`config.mk`:
```
export PLATFORM = sky130hd
export DESIGN_NAME = fifo_nibble_packer_flat
export DESIGN_NICKNAME = d
export VERILOG_FILES = /design/src/rtl/fifo_nibble_packer_pkg.sv /design/src/rtl/fifo_nibble_packer_if.sv /design/src/rtl/fifo_nibble_packer_pack_idle_timer.sv /design/src/rtl/fifo_nibble_packer.sv /design/src/flat_wrapper.sv
export SDC_FILE = /design/constraint.sdc
export NUM_CORES = 1
export LEC_CHECK = 0
export ABC_AREA = 1
export BUFFER_PORTS_ARGS = -buffer_cell sky130_fd_sc_hd__buf_2
export CAP_MARGIN = 10
export CORE_ASPECT_RATIO = 0.6
export CORE_UTILIZATION = 48
export CTS_CLUSTER_DIAMETER = 50
export DETAILED_ROUTE_END_ITERATION = 8
export GPL_ROUTABILITY_DRIVEN = 0
export MAX_ROUTING_LAYER = met4
export PLACE_DENSITY = 0.78
export RECOVER_POWER = 100
export SLEW_MARGIN = 20
export SYNTH_ARGS = -nofsm -noshare
export SYNTH_HDL_FRONTEND = slang
export SYNTH_HIERARCHICAL = 1
export SYNTH_SLANG_ARGS = --single-unit
```
`constraint.sdc`:
```
create_clock -name clk -period 1.76 [get_ports clk]
set_clock_uncertainty 0.05 [all_clocks]
set_input_delay 0.176 -clock clk [delete_from_list [all_inputs] [get_ports clk]]
set_output_delay 0.176 -clock clk [all_outputs]
set_load 0.01 [all_outputs]
```
`src/rtl/fifo_nibble_packer_pkg.sv`:
```
// rtl/fifo_nibble_packer_pkg.sv - shared state type and width helpers for the nibble packer
package fifo_nibble_packer_pkg;

    typedef enum logic {FILL = 1'b0, SEND = 1'b1} pack_state_t;

    function automatic int out_w(input int width, input int pack);
        return width * pack;
    endfunction

    function automatic int cnt_w(input int pack);
        return $clog2(pack) + 1;
    endfunction

endpackage

```
`src/rtl/fifo_nibble_packer_if.sv`:
```
// rtl/fifo_nibble_packer_if.sv - FIFO pop handshake and packed-word output handshake bundle
interface fifo_nibble_packer_if #(
    parameter int WIDTH = 4,
    parameter int PACK  = 4
);
    import fifo_nibble_packer_pkg::*;

    localparam int OUT_W = out_w(WIDTH, PACK);
    localparam int CNT_W = cnt_w(PACK);

    logic             empty;
    logic             pop_req;
    logic             pop_ack;
    logic [WIDTH-1:0] data_out;
    logic             out_req;
    logic             out_ack;
    logic [OUT_W-1:0] out_data;
    logic [CNT_W-1:0] out_cnt;

    modport master (
        input  empty, pop_ack, data_out, out_ack,
        output pop_req, out_req, out_data, out_cnt
    );

    modport slave (
        output empty, pop_ack, data_out, out_ack,
        input  pop_req, out_req, out_data, out_cnt
    );

endinterface

```
`src/rtl/fifo_nibble_packer_pack_idle_timer.sv`:
```
// rtl/fifo_nibble_packer_pack_idle_timer.sv - idle cycle counter that flushes a partial word
module pack_idle_timer #(
    parameter int TIMEOUT = 8
) (
    input  logic clk,
    input  logic reset,
    input  logic enable,
    input  logic clear,
    output logic fire
);
    localparam int TW = $clog2(TIMEOUT) + 1;

    logic [TW-1:0] timer;

    assign fire = enable && (timer == TW'(TIMEOUT - 1));

    // Firing always leaves FILL, so holding on fire is all the saturation needed
    always_ff @(posedge clk) begin
        if (reset || clear) begin
            timer <= '0;
        end else if (enable && !fire) begin
            timer <= timer + TW'(1);
        end
    end

endmodule

```
`src/rtl/fifo_nibble_packer.sv`:
```
// rtl/fifo_nibble_packer.sv - drains the nibble FIFO and packs PACK nibbles LSB-first per word
module fifo_nibble_packer
    import fifo_nibble_packer_pkg::*;
#(
    parameter int WIDTH   = 4,
    parameter int PACK    = 4,
    parameter int TIMEOUT = 8
) (
    input  logic                 clk,
    input  logic                 reset,
    fifo_nibble_packer_if.master bus
);
    localparam int OUT_W = out_w(WIDTH, PACK);
    localparam int CNT_W = cnt_w(PACK);

    pack_state_t      state;
    logic [CNT_W-1:0] count;
    logic [OUT_W-1:0] slots;
    logic [CNT_W-1:0] out_cnt;
    logic             pop_req;
    logic             out_req;

    logic pop_hsk;
    logic out_hsk;
    logic timer_en;
    logic timer_clr;
    logic timer_fire;

    assign pop_hsk   = pop_req && bus.pop_ack;
    assign out_hsk   = out_req && bus.out_ack;
    assign timer_en  = (state == FILL) && (count != '0) && !pop_req;
    assign timer_clr = pop_hsk || out_hsk;

    pack_idle_timer #(
        .TIMEOUT(TIMEOUT)
    ) u_idle_timer (
        .clk   (clk),
        .reset (reset),
        .enable(timer_en),
        .clear (timer_clr),
        .fire  (timer_fire)
    );

    always_ff @(posedge clk) begin
        if (reset) begin
            state   <= FILL;
            count   <= '0;
            slots   <= '0;
            out_cnt <= '0;
            pop_req <= 1'b0;
            out_req <= 1'b0;
        end else begin
            case (state)
                FILL: begin
                    if (pop_hsk) begin
                        for (int i = 0; i < PACK; i++) begin
                            if (count == CNT_W'(i)) begin
                                slots[i*WIDTH +: WIDTH] <= bus.data_out;
                            end
                        end
                        count   <= count + CNT_W'(1);
                        pop_req <= 1'b0;
                        if (count == CNT_W'(PACK - 1)) begin
                            state   <= SEND;
                            out_req <= 1'b1;
                            out_cnt <= count + CNT_W'(1);
                        end
                    end else if (timer_fire) begin
                        // Timeout wins over a fresh pop request in the same cycle
                        state   <= SEND;
                        out_req <= 1'b1;
                        out_cnt <= count;
                    end else if (!pop_req && !bus.empty) begin
                        pop_req <= 1'b1;
                    end
                end
                SEND: begin
                    if (out_hsk) begin
                        state   <= FILL;
                        out_req <= 1'b0;
                        count   <= '0;
                        slots   <= '0;
                        out_cnt <= '0;
                    end
                end
                default: state <= FILL;
            endcase
        end
    end

    assign bus.pop_req  = pop_req;
    assign bus.out_req  = out_req;
    assign bus.out_data = slots;
    assign bus.out_cnt  = out_cnt;

endmodule
```
`src/flat_wrapper.sv`:
```
// flat-port wrapper written by rule: the top's interface ports become plain ports
module fifo_nibble_packer_flat import fifo_nibble_packer_pkg::*;
#(
    parameter int WIDTH   = 4,
    parameter int PACK    = 4,
    parameter int TIMEOUT = 8
)
  (clk, reset, bus_empty, bus_pop_ack, bus_data_out, bus_out_ack, bus_pop_req, bus_out_req, bus_out_data, bus_out_cnt);
  fifo_nibble_packer_if #(.WIDTH(WIDTH), .PACK(PACK)) bus_i ();
  input  logic clk;
  input  logic reset;
  input wire logic [$bits(bus_i.empty)-1:0] bus_empty;
  input wire logic [$bits(bus_i.pop_ack)-1:0] bus_pop_ack;
  input wire logic [$bits(bus_i.data_out)-1:0] bus_data_out;
  input wire logic [$bits(bus_i.out_ack)-1:0] bus_out_ack;
  output wire logic [$bits(bus_i.pop_req)-1:0] bus_pop_req;
  output wire logic [$bits(bus_i.out_req)-1:0] bus_out_req;
  output wire logic [$bits(bus_i.out_data)-1:0] bus_out_data;
  output wire logic [$bits(bus_i.out_cnt)-1:0] bus_out_cnt;
  assign bus_i.empty = bus_empty;
  assign bus_i.pop_ack = bus_pop_ack;
  assign bus_i.data_out = bus_data_out;
  assign bus_i.out_ack = bus_out_ack;
  assign bus_pop_req = bus_i.pop_req;
  assign bus_out_req = bus_i.out_req;
  assign bus_out_data = bus_i.out_data;
  assign bus_out_cnt = bus_i.out_cnt;
  fifo_nibble_packer #(.WIDTH(WIDTH), .PACK(PACK), .TIMEOUT(TIMEOUT)) u_core (.clk(clk), .reset(reset), .bus(bus_i));
endmodule
```
==> metrics.txt, run 1 <==
num rows=14; hpwl dp=2.37 mm; Cell variety after synth=24; critical path endpoint category=flop; layout cells sized above 1=14.2%; HP Class=input port to flop; count of final max-slew check failures=0; R2R Setup Slk=120 ps; post-synth top area cell=dfxtp_1; largest net degree at the start of global routing=21; Max Fclk=0.611 GHz; Endpoint, Worst Hold=u_core/bus.out_data[13]$_SDFFE_PP0P_; worst skew pair latency=280 ps; Worst Setup Start Kind=flop; CTS Buffer Depth=2; Post-Layout Cell Count=273; worst-margin pin slew=322 ps; Layout Cell Area excl Fill=1720 sq um; io pins=30; Flop pwr share=45.0%; die height=44.2 um; vias after detailed routing=1318; Max VDD drop=0.534 mV; async set-reset flop share out of synthesis=0%; Root Buffer Master=clkbuf_8; hold_sp=bus_data_out[1]; sequential area share after synthesis=40.8%; Die X-Extent=72.3 um; IO Port Bufs=29; global-route wire length before repair=5.29 mm; Sw Ratio=22.3%; Die Footprint=3190 sq um; Final ANT Viol Nets=0; Mean Syn Cell Area=7.30 sq um; mapped cell area=1420 sq um; reg2reg path depth=12; starting density of the core=53.8%; GR Util All Layers=22.7%; Internal=1180 uW; R2R Path End=u_core/bus.out_cnt[0]$_SDFFE_PP0P_; Max Cap Viol=0; CP Class=flop to flop; # setup viols final=0; top cells by area, synth=dfxtp_1, nand3_1, nor2_1; period utilization=93.0%; Hold Crit Depth=3; H-Tree Depth=2; PD cells=879 nW/um^2; clock network power share=46.6%; core area=2650 sq um; DR vias/cell=4.83; #FFs+latches synth=29; yosys warns=6; Iteration-0 DRC Markers=94; initial antenna violation count=0; pre-CTS setup slack=58.8 ps; critical path arrival=1750 ps; Pleak=0.000763 uW; Util after Layout=65.0%; CTS tree=done; final hold viol count=0; grt ovf=0; total routed wirelength=3.17 mm; area grow syn2layout=20.8%; vias in the first global route=1216; antenna fix cells=0; post-placement cell area=1610 sq um; fin nets=247; number of flops mapped to enable cells by yosys=0; top cells by count, synth=nor2_1, nand2_1, dfxtp_1; Post-route DRC=0; Crit Path Max Fanout=4; clk slew on worst S/H paths=60 ps; status=completed; Pre-Repair DR Iteration Count=8; Syn Inst Count=195; NetSw=337 uW; final worst setup slack=122 ps; Setup TNS=0 ps; most frequent cell after synthesis=nor2_1; post-layout min period=1640 ps; Yosys top cell area share=40.8%; Logic pwr share=8.3%; slew margin rel.=78.3%; clk sink count=29; Net Count, Synth=210; Synth Flop Type=dfxtp_1; CP required=1880 ps; Cells after DPL=263; origin of the critical flop-to-flop path=u_core/count[1]$_SDFFE_PP0P_; DR WL/cell=11.6 um; CTS buffer count=5
sequential cells by signal, indices dropped and copies added, names as in the netlist:
signal / cells
u_core/bus.pop_req: 1
u_core/bus.out_cnt: 3
u_core/count: 3
u_core/u_idle_timer/timer: 4
u_core/bus.out_data: 16
u_core/state: 1
u_core/bus.out_req: 1
stage by stage:
step	hold WS, ps	total power [uW]
6_report	114	1510
5_1_grt	111	1570
4_1_cts	102	1530
3_5_place_dp	399	819
3_3_place_gp	402	815
2_1_floorplan	273	776
worst max-delay path, cell delays in order, from the launching register on:
cell and delay (ps):
dfxtp_2 350, inv_1 80, ha_1 190, nand2_1 60
nand2_1 70, nor2_2 120, inv_1 80, nor2_4 110
inv_2 40, nand3_1 80, nand3_2 110, nor2_1 120
nor2_1 60
final cells by class:
type / count / area (sq um)
clock buffers: 7 / 86.3
flip-flops and latches: 29 / 582
multi-input cells: 133 / 702
fillers: 260 / 926
well taps: 40 / 50.0
inverters: 28 / 105
clock inverters: 1 / 30.0
repair buffers: 35 / 164
cells by family (layout without fill, tap and decap cells):
family,count (synthesis),in the layout,share of synthesized area (%)
DFF,29,29,40.8
buffers and inverters,33,71,10.1
muxes,1,1,0.704
AOI/OAI and AO/OA,28,28,10.6
adders and majority gates,6,6,5.28
and+or+nand+nor,98,98,32.5
power by group through the flow:
stage / Clock, uW / Combinational, uW / Sequential, uW
after global placement: 0 / 119 / 696
final: 705 / 126 / 681
after floorplan: 0 / 75.0 / 701
after global routing: 748 / 143 / 683
after detailed placement: 0 / 123 / 696
after CTS: 725 / 123 / 682
worst max path at each step:
stage          cells after the start  slack [ps]                    startpoint                                  to
2_1_floorplan                     12          70  u_core/count[0]$_SDFFE_PP0P_  u_core/bus.out_cnt[0]$_SDFFE_PP0P_
5_1_grt                           12         -20  u_core/count[0]$_SDFFE_PP0P_  u_core/bus.out_cnt[0]$_SDFFE_PP0P_
6_report                          12         120  u_core/count[1]$_SDFFE_PP0P_  u_core/bus.out_cnt[0]$_SDFFE_PP0P_
3_5_place_dp                      12          60  u_core/count[1]$_SDFFE_PP0P_  u_core/bus.out_cnt[0]$_SDFFE_PP0P_
3_3_place_gp                      12         130  u_core/count[1]$_SDFFE_PP0P_  u_core/bus.out_cnt[0]$_SDFFE_PP0P_
4_1_cts                           11          30  u_core/count[1]$_SDFFE_PP0P_  u_core/bus.out_cnt[0]$_SDFFE_PP0P_
layer usage:
layer	wire length, um	vias to the layer above	track usage (%)	share of wire [%]
li1	-	703	-	-
met1	1620	584	30.9	51
met2	1340	26	32.0	42
met3	182	5	7.06	5.7
met4	21	0	7.06	0.66
met5	0	-	-	0
placed cells by master, fill, tap and decap left out:
cell type  Yosys  routed
a21oi_1       17      17
o21ai_0        6       5
buf_2          1       8
nor2_4         0       1
nor2_8         1       1
nand3_2        1       3
inv_1         26      25
nor2_2         0       2
ha_1           6       6
bufinv_16      0       1
clkbuf_1       2      22
clkbuf_8       0       6
nand4_1        4       4
nand4_2        0       1
a21boi_0       1       1
nor3_1         1       1
buf_4          0       6
dfxtp_1       29      28
o21bai_1       3       3
nand3_1       27      25
o21ai_1        1       2
dfxtp_2        0       1
nor2_1        31      28
mux2i_1        1       1
inv_2          2       3
nand2_1       30      32
repair_timing:
item | 4_1_cts | 5_1_grt
setup buffers | 0 | 2
setup endpoints to repair | 0 | 7
resized for setup | 0 | 10
hold buffers | 0 | 0
(Power assumes the default switching activity.)
==> run 2: changes to the inputs <==
- CORE_MARGIN: not set -> 2
- CTS_CLUSTER_SIZE: not set -> 28
- SKIP_LAST_GASP: not set -> 1
==> run 2 against run 1 <==
Maximum frequency grew 0.30%. Via count grew 0.46%. Worst hold slack gained 7.2 ps. Combinational power is essentially flat. Global-route usage shrank 3.1 points. Sequential share of layout area grew 0.60 points. Setup slack gained 4.9 ps. Register-to-register slack is essentially flat. Power shrank 11%. Utilization shrank 5.8 points. Die area grew 7.4%. Flip-flop and latch count is the same. Critical endpoint unchanged. Highest routed layer unchanged.
==> metrics.txt, run 2 (synthesized netlist as in run 1, its figures left out) <==
starting density of the core=49.9% (-3.9 points); DR vias/cell=4.87 (+0.82%); worst skew pair latency=270 ps (about the same); Die Footprint=3430 sq um (+7.4%); RSZ-0062 raised after global routing=yes; IO Port Bufs=29 (unchanged); Reg area=582 sq um (unchanged); multi-input logic area=713 sq um (+1.6%); worst-margin pin slew=370 ps (+47.7 ps); Logic pwr share=9.1% (+0.8 points); Final ANT Viol Nets=0 (unchanged); H-Tree Depth=2 (unchanged); PD cells=797 nW/um^2 (-9.4%); NetSw=323 uW (-3.9%); clk sink count=29 (unchanged); CTS tree=done; CTS Hold Bufs=0 (unchanged); Flop pwr share=50.7% (+5.7 points); total routed wirelength=3.04 mm (-3.9%); post-CTS setup repair buffer count=0 (unchanged); most frequent cells in the layout=nand2_1, nor2_1, dfxtp_1; post-layout min period=1630 ps (-4.92 ps); core area=2850 sq um (+7.9%); antenna fix cells=0 (unchanged); fin nets=245 (-0.81%); HP Class=input port to flop; R2R Setup Slk=130 ps (about the same); Die X-Extent=74.3 um (+2.8%); critical path endpoint category=flop; layout filler cell count=279 (+7.3%); Pleak=0.000739 uW (-3.2%); Worst Setup Start Kind=flop; CP required=1880 ps (about the same); Pre-Repair DR Iteration Count=4 (-4); Crit Path Max Fanout=4 (unchanged); grt ovf=0 (unchanged); Hold Crit Depth=3 (unchanged); final hold viol count=0 (unchanged); Max VDD drop=0.757 mV (+42%); vias in the first global route=1067 (-12%); # setup viols final=0 (unchanged); die height=46.2 um (+4.5%); Max Fclk=0.613 GHz (+0.30%); Util after Layout=59.2% (-5.8 points); DR WL/cell=11.2 um (-3.5%); layout cells sized above 1=13.5% (-0.68 points); period utilization=92.8% (-0.28 points); leading cell type in the layout, fill and taps excluded=nand2_1; GR Util All Layers=19.5% (-3.1 points); max reg flops=16 (unchanged); Internal=1020 uW (-13%); critical path arrival=1750 ps (about the same); CTS Buffer Depth=2 (unchanged); clock network power share=40.2% (-6.4 points); status=completed; Setup TNS=0 ps (unchanged); CP Class=flop to flop; reg2reg path depth=12 (unchanged); area grow syn2layout=18.7%; CTS buffer count=5 (unchanged); Sw Ratio=24.0% (+1.8 points); clk slew on worst S/H paths=60 ps (about the same); initial antenna violation count=0 (unchanged); Max Cap Viol=0 (unchanged); largest net degree at the start of global routing=21 (unchanged); count of final max-slew check failures=0 (unchanged); slew margin rel.=75.4% (-3.0 points); Post-route DRC=0 (unchanged); num rows=15 (+1); global-route wire length before repair=4.73 mm (-11%); hpwl dp=2.26 mm (-4.3%); Iteration-0 DRC Markers=80 (-15%); io pins=30 (unchanged); vias after detailed routing=1324 (+0.46%); Root Buffer Master=clkbuf_8
[run 2: metal layers]
layer	share of wire, %	vias to the layer above	track usage (%)
met5	0	-	-
met4	0.79	0	6.43
met3	7.7	5	6.13
met2	38	35	23.9
met1	53	583	29.2
li1	-	701	-
[run 2: layout make-up]
cell class                 instances  share of cell area (%)
multi-input combinational        133                    42.2
sequential                        29                    34.4
timing repair buffer              33                    8.89
inverter                          28                    6.22
clock buffer                       7                    5.11
tap                               42                    3.11
[run 2: through the flow]
step	cell area [sq um]	hold slack (ps)	worst slack (ps)	cells	total power, uW
floorplan	1420	273	68.7	195	776
global placement	1610	400	124	265	815
detailed placement	1610	402	102	265	816
CTS	1700	114	82.1	272	1360
global route	1690	123	-37.2	272	1400
finish	1690	121	127	272	1350
[run 2: final timing paths]
kind | startpoint | to
worst max register to register | u_core/count[1]$_SDFFE_PP0P_ | u_core/bus.out_cnt[0]$_SDFFE_PP0P_
worst min register to register | u_core/bus.out_data[4]$_SDFFE_PP0P_ | u_core/bus.out_data[4]$_SDFFE_PP0P_
worst min-delay path | bus_data_out[0] | u_core/bus.out_data[12]$_SDFFE_PP0P_
worst max-delay path | u_core/count[1]$_SDFFE_PP0P_ | u_core/bus.out_cnt[0]$_SDFFE_PP0P_
[run 2: worst max-delay path: stages (launching register included)]
cell and delay, ps:
dfxtp_2 340, inv_1 60, ha_1 170, nand2_1 60
nand2_1 90, nor2_2 110, inv_1 50, nor2_2 130
inv_1 70, nand3_1 100, nand3_2 100, nor2_1 130
nor2_1 50
[run 2: power groups by stage]
| stage | Sequential, uW | Clock [uW] | Combinational (uW) |
|---|---|---|---|
| floorplan | 701 | 0 | 75.0 |
| global placement | 696 | 0 | 119 |
| detailed placement | 696 | 0 | 120 |
| CTS | 681 | 554 | 121 |
| global route | 684 | 581 | 138 |
| finish | 682 | 541 | 123 |
[run 2: timing repair]
| action | in CTS | in global routing |
|---|---|---|
| hold endpoints to repair | 0 | 0 |
| gates resized for setup | 0 | 5 |
| endpoints found under the setup margin | 0 | 5 |
==> run 3: changes to the inputs <==
- ABC_AREA: 1 -> not set
- CORE_UTILIZATION: 48 -> 49
- PLACE_DENSITY: 0.78 -> 0.79
==> run 3 against run 2 <==
The run now ends with negative setup slack left. Worst hold slack worse by 26 ps. Utilization is 6.8 points higher. Flip-flop and latch count stayed put. Critical path depth down 3. Cell count decreased by 4.0%. Sequential share of layout area decreased by 4.1 points. Die area up 4.0%. Combinational power rose by 15%. Via count grew 12%.
==> metrics.txt, run 3 <==
Layout Cell Area excl Fill=1920 sq um (+14%); vias after detailed routing=1480 (+12%); largest family of logic cells by synthesized area=simple AND/OR/NAND/NOR gates; top cells by area, synth=dfxtp_1, a21oi_1, nand3_1; failing checks=negative setup slack; H-Tree Depth=2 (unchanged); Slowest-stage cell, CP=dfxtp_2; top cells by count, synth=dfxtp_1, a21oi_1, nand3_1; clk slew on worst S/H paths=70 ps (about the same); pre-CTS setup slack=-110 ps (-213 ps); largest net degree at the start of global routing=32 (+52%); initial antenna violation count=0 (unchanged); critical path arrival=1980 ps (+230 ps); layout cells sized above 1=24.7% (+11 points); max incr delay on CP=350 ps (about the same); core area=2910 sq um (+2.0%); vias in the first global route=1334 (+25%); IO Port Bufs=29 (unchanged); Synth Area in Adders=4.95% (-0.32 points); Pre-Repair DR Iteration Count=4 (unchanged); #FFs+latches synth=29 (unchanged); worst skew pair latency=280 ps (about the same); final hold viol count=0 (unchanged); Syn Inst Count=173 (-11%); final worst setup slack=-57.4 ps (-185 ps); leading cell type in the layout, fill and taps excluded=dfxtp_1; # setup viols final=3 (+3); hold_sp=bus_data_out[3]; Pleak=0.000750 uW (+1.5%); count of final max-slew check failures=0 (unchanged); fin nets=233 (-4.9%); die height=47.1 um (+2.0%); critical path endpoint category=flop; Cell variety after synth=41 (+71%); Net Count, Synth=188 (-10%); total routed wirelength=4.27 mm (+40%); mapped cell area=1520 sq um (+6.5%); CTS tree=done; Util after Layout=66.0% (+6.8 points); grt ovf=0 (unchanged); CTS Buffer Depth=2 (unchanged); Yosys top cell area share=38.3% (-2.5 points); antenna fix cells=0 (unchanged); sequential area share after synthesis=38.3% (-2.5 points); reg2reg path depth=9 (-3); R2R Setup Slk=-60 ps (-180 ps); Post-route DRC=0 (unchanged); yosys warns=6 (unchanged); max reg flops=16 (unchanged); starting density of the core=52.1% (+2.2 points); post-placement cell area=1770 sq um (+9.5%); most frequent cells in the layout=dfxtp_1, clkbuf_1, buf_4; Synth Area in XOR/XNOR=0.578% (+0.58 points); Synth Area in Compound Gates=19.8% (+9.3 points); worst-margin pin slew=505 ps (+136 ps); number of flops mapped to enable cells by yosys=0 (unchanged); Crit Path Max Fanout=3 (-1); post-layout min period=1820 ps (+185 ps); DR WL/cell=16.4 um (+46%); GR Util All Layers=26.4% (+6.8 points); Iteration-0 DRC Markers=200 (+150%); num rows=15 (unchanged); most frequent cell after synthesis=dfxtp_1; slew margin rel.=66.3% (-9.1 points); PD cells=704 nW/um^2 (-12%); DR vias/cell=5.67 (+16%); Endpoint, Worst Hold=u_core/bus.out_data[15]$_SDFFE_PP0P_; Cells after DPL=244 (-7.9%); async set-reset flop share out of synthesis=0% (unchanged); status=finished, violations left; Die Footprint=3570 sq um (+4.0%); io pins=30 (unchanged); multiplexer share of the synthesized area=2.64% (+1.9 points); HP Class=input port to flop; Hold Crit Depth=3 (unchanged); CP required=1920 ps (+40 ps); hpwl dp=2.85 mm (+26%); Worst Setup Start Kind=flop; post-synth top area cell=dfxtp_1; Max Fclk=0.550 GHz (-10%); CTS buffer count=5 (unchanged); Max VDD drop=0.415 mV (-45%); area grow syn2layout=26.8%; Final ANT Viol Nets=0 (unchanged); CP Class=flop to flop; origin of the critical flop-to-flop path=u_core/count[1]$_SDFFE_PP0P_; clk sink count=29 (unchanged); Critical Path, Cell by Cell=inv_2, ha_4, nor2b_4, nor3_4, nand3_2, nor2_4, a21bo_2, a221o_1, a21oi_1; Max Cap Viol=0 (unchanged); RSZ-0062 raised after global routing=yes; Post-Layout Cell Count=261 (-4.0%); period utilization=103% (+11 points); Hold Slack=95.3 ps (-25.8 ps); layout filler cell count=251 (-10%); R2R Path End=u_core/bus.out_cnt[1]$_SDFFE_PP0P_; Die X-Extent=75.8 um (+2.0%); Synth Flop Type=dfxtp_1; simple-gate area share of the yosys netlist=27.3% (-5.3 points); global-route wire length before repair=6.34 mm (+34%); Root Buffer Master=clkbuf_8; Mean Syn Cell Area=8.76 sq um (+20%); CP Launch Point=u_core/count[1]$_SDFFE_PP0P_
[run 3: what timing repair did]
action                                  in CTS  in global routing
pin swaps                                    3                  2
endpoints found under the setup margin       3                  6
resized for setup                            1                  7
setup buffers                                2                  7
hold buffers                                 0                  0
[run 3: worst max-delay path by stage]
stage                     cells after the start                                 end  slack [ps]
after global placement                        9  u_core/bus.out_cnt[1]$_SDFFE_PP0P_         -40
after global routing                          9  u_core/bus.out_cnt[1]$_SDFFE_PP0P_        -120
after floorplan                               9  u_core/bus.out_cnt[1]$_SDFFE_PP0P_        -140
final                                         9  u_core/bus.out_cnt[1]$_SDFFE_PP0P_         -60
after detailed placement                      9  u_core/bus.out_cnt[1]$_SDFFE_PP0P_        -110
after CTS                                     9  u_core/bus.out_cnt[1]$_SDFFE_PP0P_         -10
[run 3: final cells by class]
class | count | area [sq um] | area share (%)
clock buffers | 6 | 72.6 | 3.78
clock inverters | 2 | 10.0 | 0.521
inverters | 7 | 26.3 | 1.37
multi-input cells | 125 | 895 | 46.6
flip-flops and latches | 29 | 583 | 30.4
well taps | 42 | 52.6 | 2.74
repair buffers | 50 | 282 | 14.7
[run 3: critical path: cells and delay by family, from the launching register on]
| family | cells | cell delay [ps] |
|---|---|---|
| flops | 1 | 350 |
| compound gates | 3 | 680 |
| buf+inv | 1 | 60 |
| fa+ha+maj | 1 | 150 |
| simple gates | 4 | 470 |
[run 3: kinds of logic after synthesis]
family,Yosys count
compound gates,46
xor+xnor,1
fa+ha+maj,6
buf+inv,19
flops,29
mux,4
simple gates,68
[run 3: per-stage QoR]
| step | TNS [ps] | total power, uW |
|---|---|---|
| final | -101 | 1350 |
| after global routing | -490 | 1400 |
| after CTS | -14.0 | 1340 |
| after detailed placement | -214 | 813 |
| after global placement | -45.0 | 809 |
| after floorplan | -183 | 771 |
[run 3: report_power, final]
| part | switching (uW) | internal (uW) |
|---|---|---|
| clock network | 266 | 273 |
| registers | 6.70 | 666 |
| logic | 81.4 | 59.4 |
| total | 354 | 999 |
[run 3: layer usage]
layer	vias up	part of all wire (%)	global-route usage, %	routed length [um]
met5	-	0	-	0
met4	0	1.9	12.6	82
met3	6	8.1	8.80	344
met2	68	44	36.7	1880
met1	693	46	34.3	1960
li1	713	-	-	-
